[src/rtl/instruction_memory.sv]
// instruction_memory: 256-byte program store loaded over a byte stream, then served combinationally to the core.
// Define IMEM_FILL_NOP_EN to return NOP_INSTR for fetches at or beyond the loaded length.
module instruction_memory #(
  parameter logic [7:0] NOP_INSTR = 8'h00
) (
  input  logic       clock,
  input  logic       reset,
  input  logic       loadValid,
  input  logic [7:0] loadData,
  input  logic       loadLast,
  output logic       loadReady,
  input  logic       reload,
  input  logic [7:0] instructionAddress,
  output logic [7:0] instruction,
  output logic       cpuRun,
  output logic [8:0] loadCount
);
  typedef enum logic {LOAD, RUN} state_t;
  state_t     state_q, state_d;
  logic [8:0] count_q, count_d;
  logic [7:0] mem [0:255];
  logic       accept;
  logic [7:0] fetch;
  assign accept = (state_q == LOAD) && loadValid && !reload;
  always_comb begin
    state_d = state_q;
    count_d = count_q;
    if (reload) begin
      state_d = LOAD;
      count_d = '0;
    end else if (accept) begin
      count_d = count_q + 9'd1;
      state_d = (loadLast || count_q == 9'd255) ? RUN : LOAD;
    end
  end
  always_ff @(posedge clock) begin
    if (reset) begin
      state_q <= LOAD;
      count_q <= '0;
    end else begin
      state_q <= state_d;
      count_q <= count_d;
    end
  end
  always_ff @(posedge clock) begin
    if (!reset && accept) mem[count_q[7:0]] <= loadData;
  end
`ifdef IMEM_FILL_NOP_EN
  assign fetch = ({1'b0, instructionAddress} < count_q) ? mem[instructionAddress] : NOP_INSTR;
`else
  assign fetch = mem[instructionAddress];
`endif
  assign loadReady   = state_q == LOAD;
  assign cpuRun      = state_q == RUN;
  assign instruction = cpuRun ? fetch : NOP_INSTR;
  assign loadCount   = count_q;
endmodule

[config.mk]
export PLATFORM = sky130hd
export DESIGN_NAME = instruction_memory
export DESIGN_NICKNAME = d
export VERILOG_FILES = /design/src/rtl/instruction_memory.sv
export SDC_FILE = /design/constraint.sdc
export NUM_CORES = 2
export LEC_CHECK = 0
export ABC_AREA = 1
export CORE_UTILIZATION = 50
export CTS_BUF_LIST = sky130_fd_sc_hd__clkbuf_8
export CTS_CLUSTER_SIZE = 30
export DETAILED_ROUTE_END_ITERATION = 10
export PLACE_DENSITY_LB_ADDON = 0.08
export REMOVE_ABC_BUFFERS = 1
export SETUP_SLACK_MARGIN = 0.3
export SLEW_MARGIN = 20
export SYNTH_ARGS = -nofsm -noshare
export SYNTH_HDL_FRONTEND = slang
export SYNTH_SLANG_ARGS = --single-unit
[constraint.sdc]
create_clock -name clock -period 3.1 [get_ports clock]
set_input_delay 0.62 -clock clock [delete_from_list [all_inputs] [get_ports clock]]
set_output_delay 0.62 -clock clock [all_outputs]
set_load 0.02 [all_outputs]
Yosys cells after proc, flatten, opt, wreduce, memory -nomap -nowiden
Memory sizes are Yosys's and may differ from the RTL's.
Index checks and enable logic that the tools add are counted.
{ "classes": {"addsub": 1, "multipliers": 0, "n_div": 0, "n_lt_le_gt_ge": 0, "eq_ne": 1, "n_shift": 0, "muxes": 4, "bitwise_logic": 1, "n_reduce_logical": 7} }
{ "ops": {"columns": ["op", "count"], "rows": [
  ["$add 9x1->9 const B", 1],
  ["$eq 9x8->1 const B", 1],
  ["$mux 8", 1],
  ["$logic_and 1x1->1", 3],
  ["$mux 1", 3],
  ["$logic_not 1->1", 2],
  ["$reduce_or 2->1", 1],
  ["$logic_or 1x1->1", 1],
  ["$not 1->1", 1]
]} }
{ "totals": {"regBits": 10, "latch_bits": 0, "mem_bits_rw": 2048, "mem_bits_ro": 0, "in_bits": 21, "mem_count": 1} }
{ "mem_list": {"columns": ["name", "words", "word_bits", "rd", "rd_ports_with_merged_regs", "wr", "line", "rtl"], "rows": [
  ["mem", 256, 8, 1, 0, 1, "21", "logic [7:0] mem [0:255];"]
]} }

Logic depth before layout (Yosys ltp)
{ "depth": {"ltp_word": 6, "ltp_mapped": 15, "depth_no_buf": 11} }

Worst setup path before layout
Ideal clock, no wire load.
{ "synth_timing": {"path_type": "in2out", "start": "input port instructionAddress[0]", "end": "output port instruction[6]", "arrival_ps": 2089, "required_time_ps": 2480, "setup_slack_ps": 391, "stages": 15, "n_path_buf": 4, "cell_sequence": "buf_4 > inv_4 > buf_6 > buf_6 > buf_2 > nand2_1 > nand3_1 > nand3_1 > nand3_1 > nand3_1 > nand3_1 > nand3_1 > nand2_1 > nor2_1 > nor2_1"} }
{ "synth_between": {"elab_chain_len": 2} }
{ "synth_lines": {"columns": ["item", "line", "rtl"], "rows": [
  ["start: declaration", "13", "input logic [7:0] instructionAddress,"],
  ["$mem_v2 256x8", null, null],
  ["$mux 8", "55", "assign instruction = cpuRun ? fetch : NOP_INSTR;"],
  ["end: declaration", "14", "output logic [7:0] instruction,"]
]} }
No other way between the ends.

Final worst setup path
{ "layout_timing": {"start": "input port instructionAddress[0]", "end": "output port instruction[5]"} }
Same word-level chain as after synthesis.

==> impl_metrics.toml <==
[logic_synthesis]
ys_seq_elements = 2058
syn_area_per_cell_sq_um = 11.82
netlist_instances = 7095
synth_cell_types = 24
ys_seq_area_share_pct = 73.59
syn_area_sq_mm = 0.08384
yosys_warnings = 0

[flow_run]
max_cap_viol_count = 0

[timing]
max_clock_freq_mhz = 282.8
timing.final.ws_setup_ps = -436.3
post-route-period-util_pct = 114.1
layout_min_cycle_time_ps = 3536
slew_headroom_pct = 47.02
drv_slew = 0
fin_setup_tns_ps = -3118
setup_viol = 8
tightest_slew_ps = 792.8
rsz0062_at_grt = "yes"
hold_viol_final = 0
finClkSkew_ps = 45.27

[placed_design]
gp_congestion = 0.9030
hpwl_um = 155300
pre_cts_ws_ps = -946.1
portBuffers = 39
placed_cell_area_sq_mm = 0.09191

[setup_path]
slowest_delay_ps = 210
startpoint_type = "input port"
worstPathArrival_ps = 2920
slowest_stage = "nor2_4"
cp-end-kind = "output port"
crit_chain = "buf_16 > buf_16 > buf_12 > buf_4 > clkbuf_16 > nand2_1 > nand3_1 > nand3_2 > nand3_2 > nand3_2 > nand3_1 > buf_4 > nand3_1 > nand2_1 > nor2_4 > nor2_4 > buf_6 > buf_6"
cp_max_fo = 18
critPathKind = "in -> out"
required_ps = 2480

[clock_tree]
worstSkewPairLatency_ps = 1060
cts-root-buf = "clkbuf_8"
clk_pin_slew_ps = 60
numCtsBuffers = 349
clk_path_buf_depth = 4
cts_tree = "built"
htreeDepth = 5
clock-sinks = 2058

[floorplan]
die_w_um = 411.5
num_rows = 149
io_pins = 40
die_h_um = 411.5
coreArea_sq_mm = 0.1657
die_area_sq_mm = 0.1693
initial_core_util_pct = 50.59

[hold_path]
holdCritPathClass = "in -> reg"

[cells_and_area]
mostFrequentLayoutCells = "2054 x nand2_1, 2048 x edfxtp_1, 1671 x nand3_1"
layout_commonest_cell = "nand2_1"
fill_cells = 13230
drive_above_1_share_pct = 18.89
fin_nets = 7796
syn2layout_area_growth_pct = 19.88
fin_area_sq_mm = 0.1005

[drt]
wl_per_cell_um = 24.86
drtAntennaViolNets = 0
drt_iter0_markers = 6433
via_per_inst = 5.730
vias = 58470
drc_errors = 0
routed_wl_um = 253700
dr.pass1.iters = 5

[pwr]
combPwrFrac_pct = 7.7
swShare_pct = 24.05
power_frac_clock_pct = 38.1
leakage_nw = 36.68
power.internal_mw = 42.87
switchingPower_mw = 13.58
peakVddDrop_uv = 486.1
power_mw = 56.45
p_per_area_mw_per_mm2 = 561.6
seqPwrFrac_pct = 54.2

[status]
violations = "negative setup slack"
status = "finished with violations"

[grt]
grt_pass1_vias = 56310
globalRouteTotalUtil_pct = 29.60
grt_pass1_wl_um = 368300
grt_max_degree = 80
grt_overflow = 0
antenna_found_initial = 3
critical path, delay by kind of cell:
family / cells / cell delay (ps)
AND/OR/NAND/NOR: 10 / 1030
buffers and inverters: 8 / 1200
cell families after synthesis:
kind of cell / count (synthesis) / share of synthesized area [%]
fa+ha+maj: 5 / 0.07462
simple gates: 4403 / 22.61
flops: 2058 / 73.59
buf+inv: 550 / 3.219
compound gates: 79 / 0.5029
cell type report:
type / count / area, sq um / share of cell area [%]
Sequential cell: 2058 / 61700 / 61.39
Multi-Input combinational cell: 4487 / 21280 / 21.18
Timing Repair Buffer: 807 / 8526 / 8.483
Clock buffer: 354 / 4872 / 4.847
Tap cell: 2189 / 2739 / 2.725
Clock inverter: 238 / 1059 / 1.053
Inverter: 66 / 310.3 / 0.3087
Timing Repair inverter: 1 / 11.26 / 0.01120
Antenna cell: 4 / 10.01 / 0.009959
what timing repair did:
| item | in CTS | in global routing |
|---|---|---|
| endpoints found under the setup margin | 18 | 29 |
| pin swaps | 20 | 65 |
| gates cloned | 5 | 10 |
| hold endpoints to repair | 238 | 0 |
| gates resized for setup | 216 | 212 |
| hold buffers | 8 | 0 |
| buffers inserted | 5 | 13 |
flip-flops by register name (all words and copies together) (netlist names):
name	count
cpuRun	1
mem	2048
loadCount	9
metrics by stage:
stage	hold WS, ps	utilization [%]	cells
after floorplan	544.7	-	6611
after global placement	482.0	55.46	9567
after detailed placement	479.6	55.46	9567
after CTS	169.9	59.80	10180
after global routing	276.4	60.64	10200
final	280.4	60.64	10200
synth_stat cells (all sizes together):
cell,number,area share (%)
nor2,381,1.7
o21ai,38,0.23
nand4,1,0.0075
dfxtp,10,0.24
ha,5,0.075
a211oi,1,0.0090
a21oi,23,0.14
nor3,1,0.0060
nand3,1932,12
nor3b,1,0.0090
nand2,2087,9.3
o22ai,16,0.12
edfxtp,2048,73
clkbuf,129,0.58
inv,66,0.30
buf,355,2.3
a2111oi,1,0.010
path summary, 6_finish.rpt:
kind / from / end / slack (ps) / depth (start not counted)
worst max register to register: loadCount[6] / mem[83][0] / 460 / 8
worst min-delay path: loadLast / cpuRun / 280 / 3
worst min register to register: loadCount[8] / loadCount[8] / 500 / 2
worst max-delay path: instructionAddress[0] / instruction[5] / -440 / 18
power by group through the flow:
stage	Sequential, mW	Combinational [mW]	Clock [mW]
finish	30.6	4.36	21.5
global route	30.6	4.64	23.0
CTS	30.6	4.12	21.9
detailed placement	31.2	3.90	0
global placement	31.2	3.88	0
floorplan	31.2	1.57	0
routing by layer:
| layer | up-vias | track usage (%) | share of wire [%] |
|---|---|---|---|
| met2 | 2672 | 45.86 | 46 |
| met4 | 0 | 10.55 | 3.3 |
| met5 | - | 0 | 0 |
| met3 | 446 | 5.648 | 8.7 |
| met1 | 28810 | 41.90 | 42 |
| li1 | 26540 | - | - |
Power figures use the tool's default switching activity.
